`src/rtl/par2ser_pkg.sv`:
```
// Shared types and helpers for the parallel-to-serial transmitter.
package par2ser_pkg;

    typedef enum logic {
        IDLE  = 1'b0,
        SHIFT = 1'b1
    } state_t;

    localparam int WIDTH_DEFAULT = 8;

    function automatic int cnt_width(input int width);
        return $clog2(width);
    endfunction

endpackage

```
`src/rtl/par2ser_bit_counter.sv`:
```
// Bit-position counter for one serial frame; flags the final bit position.
module par2ser_bit_counter
    import par2ser_pkg::*;
#(
    parameter int WIDTH = WIDTH_DEFAULT
) (
    input  logic                          clk,
    input  logic                          rst,
    input  logic                          clr,
    input  logic                          inc,
    output logic [cnt_width(WIDTH)-1:0]   count,
    output logic                          at_last
);

    localparam int CW = cnt_width(WIDTH);

    logic [CW-1:0] r_count;

    // clr wins over inc so a back-to-back reload restarts at bit 0
    always_ff @(posedge clk or negedge rst) begin
        if (!rst) begin
            r_count <= '0;
        end else if (clr) begin
            r_count <= '0;
        end else if (inc) begin
            r_count <= r_count + 1'b1;
        end
    end

    assign count   = r_count;
    assign at_last = (r_count == CW'(WIDTH - 1));

endmodule

```
`src/rtl/par2ser_tx.sv`:
```
// Parallel-to-serial transmitter: valid/ready word load, one bit per enabled cycle,
// first/last frame flags, zero-gap back-to-back frames.
module par2ser_tx
    import par2ser_pkg::*;
#(
    parameter int WIDTH     = WIDTH_DEFAULT,
    parameter bit MSB_FIRST = 1'b1
) (
    input  logic             clk,
    input  logic             rst,
    input  logic [WIDTH-1:0] d,
    input  logic             load_valid,
    output logic             load_ready,
    input  logic             en,
    output logic             sout,
    output logic             sout_valid,
    output logic             sout_first,
    output logic             sout_last
);

    localparam int CW = cnt_width(WIDTH);

    state_t           r_state, w_state_nx;
    logic [WIDTH-1:0] r_shreg, w_shreg_nx;
    logic             r_sout, w_sout_nx;
    logic             r_valid, w_valid_nx;
    logic             r_first, w_first_nx;
    logic             r_last, w_last_nx;
    logic [CW-1:0]    w_count;
    logic             w_at_last;
    logic             w_clr;
    logic             w_inc;
    logic             w_accept;

    par2ser_bit_counter #(
        .WIDTH (WIDTH)
    ) u_bit_counter (
        .clk     (clk),
        .rst     (rst),
        .clr     (w_clr),
        .inc     (w_inc),
        .count   (w_count),
        .at_last (w_at_last)
    );

    assign load_ready = (r_state == IDLE) | ((r_state == SHIFT) & r_last & en);
    assign w_accept   = load_valid & load_ready;

    always_ff @(posedge clk or negedge rst) begin
        if (!rst) begin
            r_state <= IDLE;
            r_shreg <= '0;
            r_sout  <= 1'b0;
            r_valid <= 1'b0;
            r_first <= 1'b0;
            r_last  <= 1'b0;
        end else begin
            r_state <= w_state_nx;
            r_shreg <= w_shreg_nx;
            r_sout  <= w_sout_nx;
            r_valid <= w_valid_nx;
            r_first <= w_first_nx;
            r_last  <= w_last_nx;
        end
    end

    // Accept is only possible from IDLE or on the enabled last bit, so it covers both cases
    always_comb begin
        w_state_nx = r_state;
        w_shreg_nx = r_shreg;
        w_sout_nx  = r_sout;
        w_valid_nx = r_valid;
        w_first_nx = r_first;
        w_last_nx  = r_last;
        w_clr      = 1'b0;
        w_inc      = 1'b0;
        if (w_accept) begin
            w_state_nx = SHIFT;
            w_shreg_nx = d;
            w_sout_nx  = MSB_FIRST ? d[WIDTH-1] : d[0];
            w_valid_nx = 1'b1;
            w_first_nx = 1'b1;
            w_last_nx  = 1'b0;
            w_clr      = 1'b1;
        end else if ((r_state == SHIFT) && en) begin
            if (!w_at_last) begin
                if (MSB_FIRST) begin
                    w_shreg_nx = {r_shreg[WIDTH-2:0], 1'b0};
                    w_sout_nx  = r_shreg[WIDTH-2];
                end else begin
                    w_shreg_nx = {1'b0, r_shreg[WIDTH-1:1]};
                    w_sout_nx  = r_shreg[1];
                end
                w_first_nx = 1'b0;
                w_last_nx  = (w_count == CW'(WIDTH - 2));
                w_inc      = 1'b1;
            end else begin
                w_state_nx = IDLE;
                w_shreg_nx = '0;
                w_sout_nx  = 1'b0;
                w_valid_nx = 1'b0;
                w_first_nx = 1'b0;
                w_last_nx  = 1'b0;
                w_clr      = 1'b1;
            end
        end
    end

    assign sout       = r_sout;
    assign sout_valid = r_valid;
    assign sout_first = r_first;
    assign sout_last  = r_last;

endmodule

```
`config.mk`:
```
export PLATFORM = sky130hd
export DESIGN_NAME = par2ser_tx
export DESIGN_NICKNAME = d
export VERILOG_FILES = /design/src/rtl/par2ser_pkg.sv /design/src/rtl/par2ser_bit_counter.sv /design/src/rtl/par2ser_tx.sv
export SDC_FILE = /design/constraint.sdc
export NUM_CORES = 1
export LEC_CHECK = 0
export ABC_AREA = 1
export CAP_MARGIN = 40
export CORE_MARGIN = 4
export CORE_UTILIZATION = 60
export CTS_CLUSTER_DIAMETER = 50
export DETAILED_ROUTE_END_ITERATION = 10
export DONT_BUFFER_PORTS = 1
export GPL_TIMING_DRIVEN = 0
export PLACE_DENSITY = 0.76
export SETUP_SLACK_MARGIN = 0.05
export SLEW_MARGIN = 40
export SYNTH_ARGS = -nofsm -noshare
export SYNTH_HDL_FRONTEND = slang
export SYNTH_HIERARCHICAL = 1
export SYNTH_SLANG_ARGS = --single-unit
```
`constraint.sdc`:
```
create_clock -name clk -period 3.6 [get_ports clk]
set_input_delay 0.9 -clock clk [delete_from_list [all_inputs] [get_ports clk]]
set_output_delay 0.9 -clock clk [all_outputs]
set_load 0.005 [all_outputs]
```
==> impl_metrics.csv <==
group,metric,value,unit
die,die_area,1942,sq um
yosys,postSynthNetCount,117,
yosys,synth_area_leaders,"dfrtp_1, nand2_1, nand3_1",
finish,multi_input_area,365.4,sq um
worst_setup_path,path_class,"input port to output port",
grt,grt_pass1_vias,601,
route,routed-wl-met3,109,um
yosys,synth_top_area_cell,"dfrtp_1",
sta,period_minus_slack,2.052,ns
route,drt_first_pass_iters,4,
grt,antenna_found_initial,0,
yosys,syn-cell-area,780.7,sq um
clock_tree,clkTransAtPathRegs,0.09,ns
finish,fillers,94,
worst_setup_path,cp_max_fo,9,
grt,overflow,0,
route,ant_nets,0,
run_status,status,"complete, no violations",
finish,drive_gt1_share,13.08,%
clock_tree,clk_latency,0.29,ns
power_and_ir_drop,powerDensity,750.1,nW/um^2
worst_setup_path,crit_chain,"nand2_1 > nand2_2",
yosys,synth_area_per_cell,7.580,sq um
sta,grt_setup_unrepaired,"no",
worst_setup_path,slowest_stage,"nand2_2",
run,maxCapViolCount,0,
place,dpl.hpwl,1119,um
die,fp.dieH,44.07,um
clock_tree,clock_path_buffers,2,
yosys,synth_warnings,6,
route,routed.top_layer,"met4",
route,avgRoutedWirePerCell,12.62,um
worst_setup_path,crit_family,"simple AND/OR/NAND/NOR gates",
clock_tree,cts-hold-fix-buffers,0,
route,wl_met1,655,um
sta,max_slew.worst_pin.slew,0.4536,ns
yosys,postSynthCellCount,103,
hold_path,worstHoldPathType,"input port to asynchronous set/reset pin",
finish,diodes,0,
sta,tns,0,ns
yosys,yosysSeqAreaShare,44.87,%
clock_tree,cts_tree,"built",
clock_tree,cts-resized-gates,0,
sta,hold_violations,0,
die,core,1171,sq um
place,port_buffers,0,
die,row_count,12,
route,wl,1527,um
route,num_vias,662,
route,routed-wl-met2,723,um
route,vias_per_cell,5.471,
grt,grt_max_degree,15,
finish,areaGrowthSynthToFinish,6.891,%
clock_tree,numCtsBuffers,3,
place,finalWeightedCongestion,0.7494,
sta,fmax,0.4874,GHz
yosys,ys_ff_latch,14,
clock_tree,clkSinkCount,14,
grt,grt_pass1_wl,2691,um
route,drt_iter0_drc,24,
die,ioPinCount,17,
worst_setup_path,critPathArrivalTime,1.15,ns
worst_setup_path,critPathLaunchType,"input port",
finish,seq_area,350.3,sq um
sta,clock_skew,0.005101,ns
worst_setup_path,critPathMaxStageDelay,0.19,ns
clock_tree,root_buffer,"clkbuf_4",
sta,maxSlewViolCount,0,
finish,final_util,71.26,%
power_and_ir_drop,p_leak,0.4819,nW
sta,setup_viol,0,
finish,num-nets-final,122,
clock_tree,cts_setup_buffers,0,
power_and_ir_drop,peakVddDrop,413.9,uV
worst_setup_path,critPathRequiredTime,2.70,ns
die,fp.dieW,44.07,um
clock_tree,h-tree-depth,1,
route,drc_errors,0,
sta,fin_crit_sh,57.00,%
grt,grt_usage,18.98,%
die,start_util,66.67,%
yosys,yosysUniqueCellTypes,18,
yosys,synth.top_cell.area_share,44.87,%
sta,slew_headroom,69.53,%
worst_setup_path,end_kind,"output port",
worst_setup_path,path_buf_inv,0,
==> area by class of cell <==
class / count / area share [%]
buffer: 1 / 1.349
clock buffer: 4 / 4.348
inverter: 13 / 6.447
multi-input combinational: 75 / 43.78
sequential: 14 / 41.98
tap: 14 / 2.099
==> flip-flops by register name, indices dropped and copies added, names as in the netlist <==
| register | count |
|---|---|
| sout_first | 1 |
| sout | 1 |
| sout_last | 1 |
| sout_valid | 1 |
| u_bit_counter/count | 3 |
| r_shreg | 7 |
==> report_power, final <==
group	total [W]	internal [W]	leakage [nW]	switching (W)
combinational	0.000249	0.0000867	0.281	0.000163
clock	0.000114	0.0000616	0.0210	0.0000521
sequential	0.000263	0.000219	0.180	0.0000433
total	0.000626	0.000368	0.482	0.000258
==> per-layer routing <==
layer,track usage (%),vias up
met3,2.846,5
met5,0,-
li1,-,334
met2,28.49,24
met4,10.84,0
met1,26.04,299
==> path summary, 6_finish.rpt <==
check	startpoint	to	slack, ns	depth (start not counted)
hold / removal	rst	u_bit_counter/count[0]	0.30	0
setup reg to reg	u_bit_counter/count[0]	u_bit_counter/count[0]	1.92	6
min in group clk	r_shreg[6]	r_shreg[6]	0.49	2
setup / recovery	en	load_ready	1.55	2
hold reg to reg	r_shreg[6]	r_shreg[6]	0.49	2
max in group asynchronous	rst	r_shreg[3]	3.23	0
==> layout by cell type, fill, tap and decap left out <==
cell      synthesis  final
nor2_2            1      1
nor3_1            1      1
nand4_1           3      3
nand3_1          10     10
a21boi_0          1      1
dfrtp_1          14     14
nand2_4           2      2
nand2_2           3      3
buf_6             1      1
and3_1            1      1
inv_1            12     12
o21ai_0           1      1
nand2_1          43     43
nor2_1            5      5
inv_6             1      1
clkbuf_8          0      1
clkbuf_4          0      3
ha_1              2      2
o21ai_2           1      1
o21bai_2          1      1
==> synth_stat cells <==
master,n
nand2_1,43
dfrtp_1,14
inv_1,12
nand3_1,10
nor2_1,5
nand2_2,3
nand4_1,3
ha_1,2
nand2_4,2
a21boi_0,1
and3_1,1
buf_6,1
inv_6,1
nor2_2,1
nor3_1,1
o21ai_0,1
o21ai_2,1
o21bai_2,1
==> worst reg2reg max path: stages, from the launching register on <==
cell and delay [ns]:
dfrtp_1 0.42, ha_1 0.21, ha_1 0.28, nor3_1 0.45, nor2_2 0.10, nand2_1 0.07, nand2_1 0.05
==> stage by stage <==
step	hold slack, ns	area, sq um	setup WS (ns)	power (W)	std cells
4_1_cts	0.2886	834.6	1.550	0.0006331	121
6_report	0.2961	834.6	1.548	0.0006260	121
3_3_place_gp	0.4617	798.3	1.559	0.0005031	117
2_1_floorplan	0.4488	780.7	1.598	0.0004619	103
5_1_grt	0.2801	834.6	1.530	0.0006904	121
3_5_place_dp	0.4729	798.3	1.548	0.0005176	117
==> cells by family (layout without fill, tap and decap cells) <==
| family | Yosys count | after routing | share of synthesized area (%) |
|---|---|---|---|
| and+or+nand+nor | 69 | 69 | 39.42 |
| DFF | 14 | 14 | 44.87 |
| buffers and inverters | 14 | 18 | 8.333 |
| AOI/OAI and AO/OA | 4 | 4 | 4.167 |
| adders and majority gates | 2 | 2 | 3.205 |
No activity file was read; power rests on OpenSTA's default activity.
